[config.mk]
export PLATFORM = sky130hd
export DESIGN_NAME = serial_marker_tx
export DESIGN_NICKNAME = d
export VERILOG_FILES = /design/src/rtl/serial_marker_tx.sv
export SDC_FILE = /design/constraint.sdc
export NUM_CORES = 1
export LEC_CHECK = 0
export ABC_AREA = 1
export ABC_CLOCK_PERIOD_IN_PS = 2900
export BUFFER_PORTS_ARGS = -buffer_cell sky130_fd_sc_hd__buf_4
export CORE_MARGIN = 2
export CORE_UTILIZATION = 55
export CTS_CLUSTER_DIAMETER = 80
export DETAILED_ROUTE_END_ITERATION = 6
export GPL_TIMING_DRIVEN = 0
export PLACE_DENSITY_LB_ADDON = 0.3
export RECOVER_POWER = 50
export SYNTH_ARGS = -nofsm -noshare
export SYNTH_HDL_FRONTEND = slang
export SYNTH_SLANG_ARGS = --single-unit
[constraint.sdc]
create_clock -name clk -period 2.9 [get_ports clk]
set_clock_uncertainty 0.1 [all_clocks]
set_input_delay 0.58 -clock clk [delete_from_list [all_inputs] [get_ports clk]]
set_output_delay 0.58 -clock clk [all_outputs]
set_load 0.02 [all_outputs]
[src/rtl/serial_marker_tx.sv]
`default_nettype none
// ============================================================================
// Module   : serial_marker_tx
// Brief    : Serializes one parallel word per frame (sync marker, data MSB-first,
//            optional even parity, forced idle zeros) with registered outputs.
// Revision : 1.0 - initial release
// ============================================================================
module serial_marker_tx #(
    parameter int         DATA_W    = 8,
    parameter logic [3:0] MARKER    = 4'b1001,
    parameter int         PARITY_EN = 1,
    parameter int         IDLE_BITS = 1
) (
    input  logic              clk,
    input  logic              reset,
    input  logic [DATA_W-1:0] data_in,
    input  logic              data_valid,
    output logic              data_ready,
    output logic              dout,
    output logic              busy,
    output logic              frame_done
);

    localparam int c_MAX_MD  = (DATA_W > 4) ? DATA_W : 4;
    localparam int c_CNT_MAX = (IDLE_BITS > c_MAX_MD) ? IDLE_BITS : c_MAX_MD;
    localparam int c_CNT_W   = $clog2(c_CNT_MAX + 1);

    localparam logic [c_CNT_W-1:0] c_MARK_LAST = c_CNT_W'(3);
    localparam logic [c_CNT_W-1:0] c_DATA_LAST = c_CNT_W'(DATA_W - 1);
    localparam logic [c_CNT_W-1:0] c_GAP_LAST  = c_CNT_W'(IDLE_BITS - 1);

    localparam logic [2:0] c_ST_IDLE = 3'd0;
    localparam logic [2:0] c_ST_MARK = 3'd1;
    localparam logic [2:0] c_ST_DATA = 3'd2;
    localparam logic [2:0] c_ST_PAR  = 3'd3;
    localparam logic [2:0] c_ST_GAP  = 3'd4;

    logic [2:0]         r_state;
    logic [c_CNT_W-1:0] r_count;
    logic [DATA_W-1:0]  r_shift;
    logic               r_parity;
    logic               r_dout;
    logic               r_ready;
    logic               r_busy;
    logic               r_frame_done;

    logic [2:0]         w_state_nxt;
    logic [c_CNT_W-1:0] w_count_nxt;
    logic [DATA_W-1:0]  w_shift_nxt;
    logic               w_parity_nxt;
    logic               w_dout_nxt;
    logic               w_ready_nxt;
    logic               w_busy_nxt;
    logic               w_frame_done_nxt;

    always_ff @(posedge clk) begin
        if (reset) begin
            r_state      <= c_ST_IDLE;
            r_count      <= '0;
            r_shift      <= '0;
            r_parity     <= 1'b0;
            r_dout       <= 1'b0;
            r_ready      <= 1'b1;
            r_busy       <= 1'b0;
            r_frame_done <= 1'b0;
        end else begin
            r_state      <= w_state_nxt;
            r_count      <= w_count_nxt;
            r_shift      <= w_shift_nxt;
            r_parity     <= w_parity_nxt;
            r_dout       <= w_dout_nxt;
            r_ready      <= w_ready_nxt;
            r_busy       <= w_busy_nxt;
            r_frame_done <= w_frame_done_nxt;
        end
    end

    always_comb begin
        w_state_nxt  = r_state;
        w_count_nxt  = r_count;
        w_shift_nxt  = r_shift;
        w_parity_nxt = r_parity;
        case (r_state)
            c_ST_IDLE: begin
                if (data_valid && r_ready) begin
                    w_state_nxt  = c_ST_MARK;
                    w_count_nxt  = '0;
                    w_shift_nxt  = data_in;
                    w_parity_nxt = ^data_in;
                end
            end
            c_ST_MARK: begin
                if (r_count == c_MARK_LAST) begin
                    w_state_nxt = c_ST_DATA;
                    w_count_nxt = '0;
                end else begin
                    w_count_nxt = r_count + 1'b1;
                end
            end
            c_ST_DATA: begin
                w_shift_nxt = r_shift << 1;
                if (r_count == c_DATA_LAST) begin
                    w_state_nxt = (PARITY_EN != 0) ? c_ST_PAR : c_ST_GAP;
                    w_count_nxt = '0;
                end else begin
                    w_count_nxt = r_count + 1'b1;
                end
            end
            c_ST_PAR: begin
                w_state_nxt = c_ST_GAP;
                w_count_nxt = '0;
            end
            c_ST_GAP: begin
                if (r_count == c_GAP_LAST) begin
                    w_state_nxt = c_ST_IDLE;
                    w_count_nxt = '0;
                end else begin
                    w_count_nxt = r_count + 1'b1;
                end
            end
            default: begin
                w_state_nxt = c_ST_IDLE;
                w_count_nxt = '0;
            end
        endcase
    end

    // Outputs are decoded from the next state so they can be registered and
    // still line up with the state they describe.
    always_comb begin
        w_dout_nxt       = 1'b0;
        w_ready_nxt      = (w_state_nxt == c_ST_IDLE);
        w_busy_nxt       = (w_state_nxt != c_ST_IDLE);
        w_frame_done_nxt = (w_state_nxt == c_ST_GAP) && (w_count_nxt == c_GAP_LAST);
        case (w_state_nxt)
            c_ST_MARK: w_dout_nxt = MARKER[~w_count_nxt[1:0]];
            c_ST_DATA: w_dout_nxt = w_shift_nxt[DATA_W-1];
            c_ST_PAR:  w_dout_nxt = w_parity_nxt;
            default:   w_dout_nxt = 1'b0;
        endcase
    end

    assign dout       = r_dout;
    assign data_ready = r_ready;
    assign busy       = r_busy;
    assign frame_done = r_frame_done;

endmodule
`default_nettype wire

## After elaboration in Yosys (flattened, before gate mapping)

Cells that the tools add are included.

| word-level totals | value |
|---|---|
| register bits after elaboration | 20 |
| bits of input ports | 11 |
| output and inout bits | 4 |
| logic and storage cells | 50 |

| cells by class | value |
|---|---|
| add/sub/neg operators | 1 |
| magnitude comparators | 1 |
| eq/ne operators | 11 |
| muxes and demuxes | 17 |
| bitwise logic cells | 1 |
| reductions and logical operators | 10 |

Operators with widths:

| cell | number |
|---|---|
| 4-bit 2-to-1 mux | 4 |
| 4-bit case mux with 4 select lines | 1 |
| 8-bit case mux with 2 select lines | 1 |
| 3-bit case mux with 5 select lines | 1 |
| 3-bit by 2-bit equality test with 1-bit output (second input constant) | 4 |
| 3-bit 2-to-1 mux | 4 |
| 4-bit logical NOT | 2 |
| 8-bit 2-to-1 mux | 1 |
| 8-bit XOR reduction | 1 |
| 3-bit by 1-bit equality test with 1-bit output (second input constant) | 2 |
| 3-bit equality test (second input constant) | 2 |
| 3-bit logical NOT | 2 |
| 4-bit by 1-bit adder with 4-bit output (second input constant) | 1 |
| 4-bit by 2-bit equality test with 1-bit output (second input constant) | 1 |
| 4-bit by 3-bit equality test with 1-bit output (second input constant) | 1 |
| 2-bit by 3-bit less-than comparator with 1-bit output (second input constant) | 1 |
| 1-bit 2-to-1 mux | 3 |
| 1-bit case mux with 3 select lines | 1 |
| 3-bit nonzero test | 1 |
| 1-bit binary-select mux with 2-bit select | 1 |
| 1-bit logical AND | 2 |
| 2-bit != test (second input constant) | 1 |
| 2-bit NOT | 1 |
| 2-bit AND reduction | 1 |
| 2-bit nonzero test | 1 |

## Depth between registers and ports, before layout

| depth | value |
|---|---|
| depth in word-level cells | 7 |
| depth in mapped cells | 13 |
| depth with buffers taken out | 13 |

## Worst setup path before layout

OpenSTA, ideal clock, no wires.

| path | value |
|---|---|
| kind | register to register |
| start point | register r_count[0] |
| end point | register r_dout (netlist: dout) |
| setup time | 0.064 ns |
| data arrival time | 1.620 ns |
| required time | 2.736 ns |
| setup slack | 1.116 ns |
| cell stages (with the launch flop) | 14 |
| path buffers | 0 |
| clock period less this slack | 1.784 ns |
| path through | dfxtp_1 -> ha_1 -> nand2_1 -> nor2_1 -> inv_1 -> nand2_1 -> nand3_1 -> a21oi_2 -> ha_1 -> nand3_1 -> nand2_1 -> nand2_1 -> nand2_1 -> nor2_1 |

| on the way | value |
|---|---|
| word-level cells in the longest chain between the ends | 7 |
| elaborated cells on any way between the ends | 20 |
| classes of those cells | add/sub (1); eq/ne (5); mux (12); bitwise (1); reduce/logical (1) |

Ends and longest elaborated chain:

| what | RTL line | text |
|---|---|---|
| start, declared | 39 | `logic [c_CNT_W-1:0] r_count;` |
| start signal, assigned | 68 | `r_count <= w_count_nxt;` |
| 4-bit by 1-bit adder with 4-bit output, or another cell as far along | 97, 106, 118 |  |
| 4-bit 2-to-1 mux (on tied branches) | 114, 102, 93 |  |
| 4-bit case mux with 4 select lines | 83 | `case (r_state)` |
| 2-bit NOT | 136 | `c_ST_MARK: w_dout_nxt = MARKER[~w_count_nxt[1:0]];` |
| 1-bit binary-select mux with 2-bit select | 136 |  |
| 1-bit 2-to-1 mux (implied by the code) | 136 |  |
| 1-bit case mux with 3 select lines * | 135 | `case (w_state_nxt)` |
| end signal, assigned | 71 | `r_dout <= w_dout_nxt;` |
| end, declared | 42 | `logic r_dout;` |

Mark *: on every way between the ends. The rest lies on a longest branch, timed or not. The select of a mux whose other input is x is not followed.
A chain may end at the register's enable or synchronous reset.

## Worst setup path in the final report

| path | value |
|---|---|
| start point | register r_state[1] |
| end point | register r_dout (netlist: dout) |

| on the way | value |
|---|---|
| word-level cells in the longest chain between the ends | 6 |
| elaborated cells on any way between the ends | 20 |
| classes of those cells | eq/ne (7); mux (11); bitwise (1); reduce/logical (1) |

Ends and longest elaborated chain:

| what | RTL line | text |
|---|---|---|
| start, declared | 38 | `logic [2:0] r_state;` |
| start signal, assigned | 58 | `r_state <= c_ST_IDLE;` |
| start signal, assigned | 67 | `r_state <= w_state_nxt;` |
| 3-bit equality test, or another cell as far along | 83 |  |
| 4-bit case mux with 4 select lines | 83 |  |
| 2-bit NOT | 136 |  |
| 1-bit binary-select mux with 2-bit select | 136 |  |
| 1-bit 2-to-1 mux (implied by the code) | 136 |  |
| 1-bit case mux with 3 select lines * | 135 |  |

Marks and branches as above.

==> impl_metrics.ini <==
[routing]
routed_wl_um = 2860
dr.pass1.iters = 4
drt_iter0_markers = 49
wire_per_inst_um = 11.5
vias = 1295
drc = 0
ant_nets = 0
vias_per_cell = 5.22

[layout]
fillCellCount = 191
nets = 236
final_util = 0.678
design_area_um2 = 1370
diodes = 0
fin_cells = 248
areaGrowthSynthToFinish_pct = 13.5
drive_gt1_frac = 0.0814

[floorplanning]
die_y_um = 50.9
start_util = 0.597
pin_count = 15
core_area_um2 = 2020
die_width_um = 50.9
rows = 16
dieArea_um2 = 2590

[timing]
setup_tns_ns = 0
max_freq_mhz = 445
finalCritPeriodShare = 0.776
slew_viol_final = 0
tightest_slew_ns = 0.496
fin_hold_ws_ns = 0.367
worst_slack_ns = 0.651
hold_viol_final = 0
max_slew_margin = 0.667
rsz0062_at_grt = no
layout_min_cycle_time_ns = 2.25
finalSetupViolCount = 0

[critical_path]
reg2regPathDepth = 13
critPathKind = flop to flop
critPathArrivalTime_ns = 2.41
path_buf_inv = 3
end_kind = flop
slowest_delay_ns = 0.33
setup.worst_path.start_class = flop
cp_top_family = simple AND/OR/NAND/NOR gates
crit_path_cell_trace = clkbuf_1 -> inv_1 -> nor2_1 -> buf_6 -> nand2_1 -> nand4_1 -> nand3_1 -> ha_1 -> nand3_1 -> nand2_1 -> nand2_1 -> nand2_1 -> nor2_1
reg2reg_from = r_state[1]
cp-startpoint = r_state[1]
slowest_stage = dfxtp_1
required_ns = 3.06
crit_top_cell = nand2_1
cp.depth = 13
crit_fanout = 10

[synthesis]
synth_edf_count = 0
synth_top_area_frac = 0.332
netlist_top_cells_count = nand2_1 (82), inv_1 (28), nor2_1 (23), dfxtp_1 (20), nand3_1 (17)
synth_most_common_cell = nand2_1
netlist_instances = 203
synth_ff_type = dfxtp_1
syn_avg_cell_area_um2 = 5.95
synth-seq-cells = 20
synth_area_um2 = 1210
synth_cell_types = 17
yosys_warnings = 0
synth_largest_area_cell = dfxtp_1
synth_area_leaders = dfxtp_1 (33%), nand2_1 (25%), inv_1 (8.7%), nor2_1 (7.2%), nand3_1 (7.0%)
synthArstFlopShare = 0
syn-num-nets = 217
yosysSeqAreaShare = 0.332

[power]
p_total_uw = 668
power.leakage_nw = 0.761
power_density_nw_per_um2 = 488
vdd_drop_max_v = 0.000391

[cts]
cts_tree = yes
post_cts_resized = 0
root_buffer = clkbuf_4
cts_hold_buf = 0
htreeDepth = 1
post_cts_buffers = 0
cts.sinks = 20
path_clk_slew_ns = 0.13
cts_buffer_depth = 2
cts_made_buffers = 3
clk_latency_ns = 0.31

[global_route]
overflow = 0
grt_pass1_vias = 1143
track_usage = 0.238
grt_pass1_wl_um = 4680
grt_max_degree = 13
antenna_found_initial = 0

[placed_design]
place.port_buffers = 14
dp_cells = 244
gp_congestion = 0.845
hpwl_um = 2230
pre_cts_ws_ns = 0.841
dpl_cell_area_um2 = 1350

[min_path]
hold_path_class = input port to flop
hold_path_startpoint = reset
hold_depth = 2

[job]
drv_cap = 0

[run_status]
status = finished clean
-- power breakdown --
group / leakage, nW / switching, mW / internal, mW
clock: 0.0279 / 0.0912 / 0.140
sequential: 0.163 / 0.0126 / 0.293
combinational: 0.569 / 0.0850 / 0.0469
total: 0.761 / 0.189 / 0.479
-- cells in the final DEF, fill, tap and decap left out, drive strengths merged --
cell type and instances:
a21oi 11, buf 11, bufinv 1, clkbuf 9, dfxtp 20, ha 3
inv 28, nand2 82, nand3 17, nand3b 1, nand4 4, nor2 25
nor3 1, o21ai 7, xor2 1
-- layer usage --
metal	wire [um]	vias to the layer above	global-route usage	share of wire
met5	0	-	0	0
met4	41	0	0.108	0.014
met3	99	6	0.0175	0.035
met2	1430	34	0.425	0.50
met1	1290	583	0.290	0.45
li1	-	672	-	-
-- worst register-to-register path, stage by stage (launching register included) --
cell and delay (ns):
dfxtp_1 0.33, clkbuf_1 0.30, inv_1 0.16, nor2_1 0.23
buf_6 0.17, nand2_1 0.08, nand4_1 0.10, nand3_1 0.11
ha_1 0.31, nand3_1 0.08, nand2_1 0.06, nand2_1 0.06
nand2_1 0.05, nor2_1 0.07
-- cell type report --
| cell class | count | area [um2] | area share |
|---|---|---|---|
| multi-input cells | 152 | 669 | 0.489 |
| flip-flops and latches | 20 | 400 | 0.292 |
| inverters | 28 | 105 | 0.0767 |
| repair buffers | 14 | 90.1 | 0.0658 |
| well taps | 27 | 33.8 | 0.0247 |
| clock inverters | 1 | 30.0 | 0.0219 |
| clock buffers | 3 | 22.5 | 0.0164 |
| plain buffers | 3 | 18.8 | 0.0137 |
-- registers in the layout, summed over array words and instances, names as in the netlist --
name	flops
busy	1
data_ready	1
dout	1
frame_done	1
r_count	4
r_parity	1
r_shift	8
r_state	3
-- kinds of logic after synthesis --
logic type      Yosys count  synth area share
compound gates           18            0.0777
xor+xnor                  1           0.00726
fa+ha+maj                 3            0.0311
buf+inv                  31             0.109
flops                    20             0.332
simple gates            130             0.444
-- worst paths after layout --
kind,endpoint,slack (ns)
setup reg to reg,dout,0.65
hold / removal,r_state[1],0.37
setup / recovery,dout,0.65
hold reg to reg,r_shift[0],0.38
No activity file was read; power rests on OpenSTA's default activity.
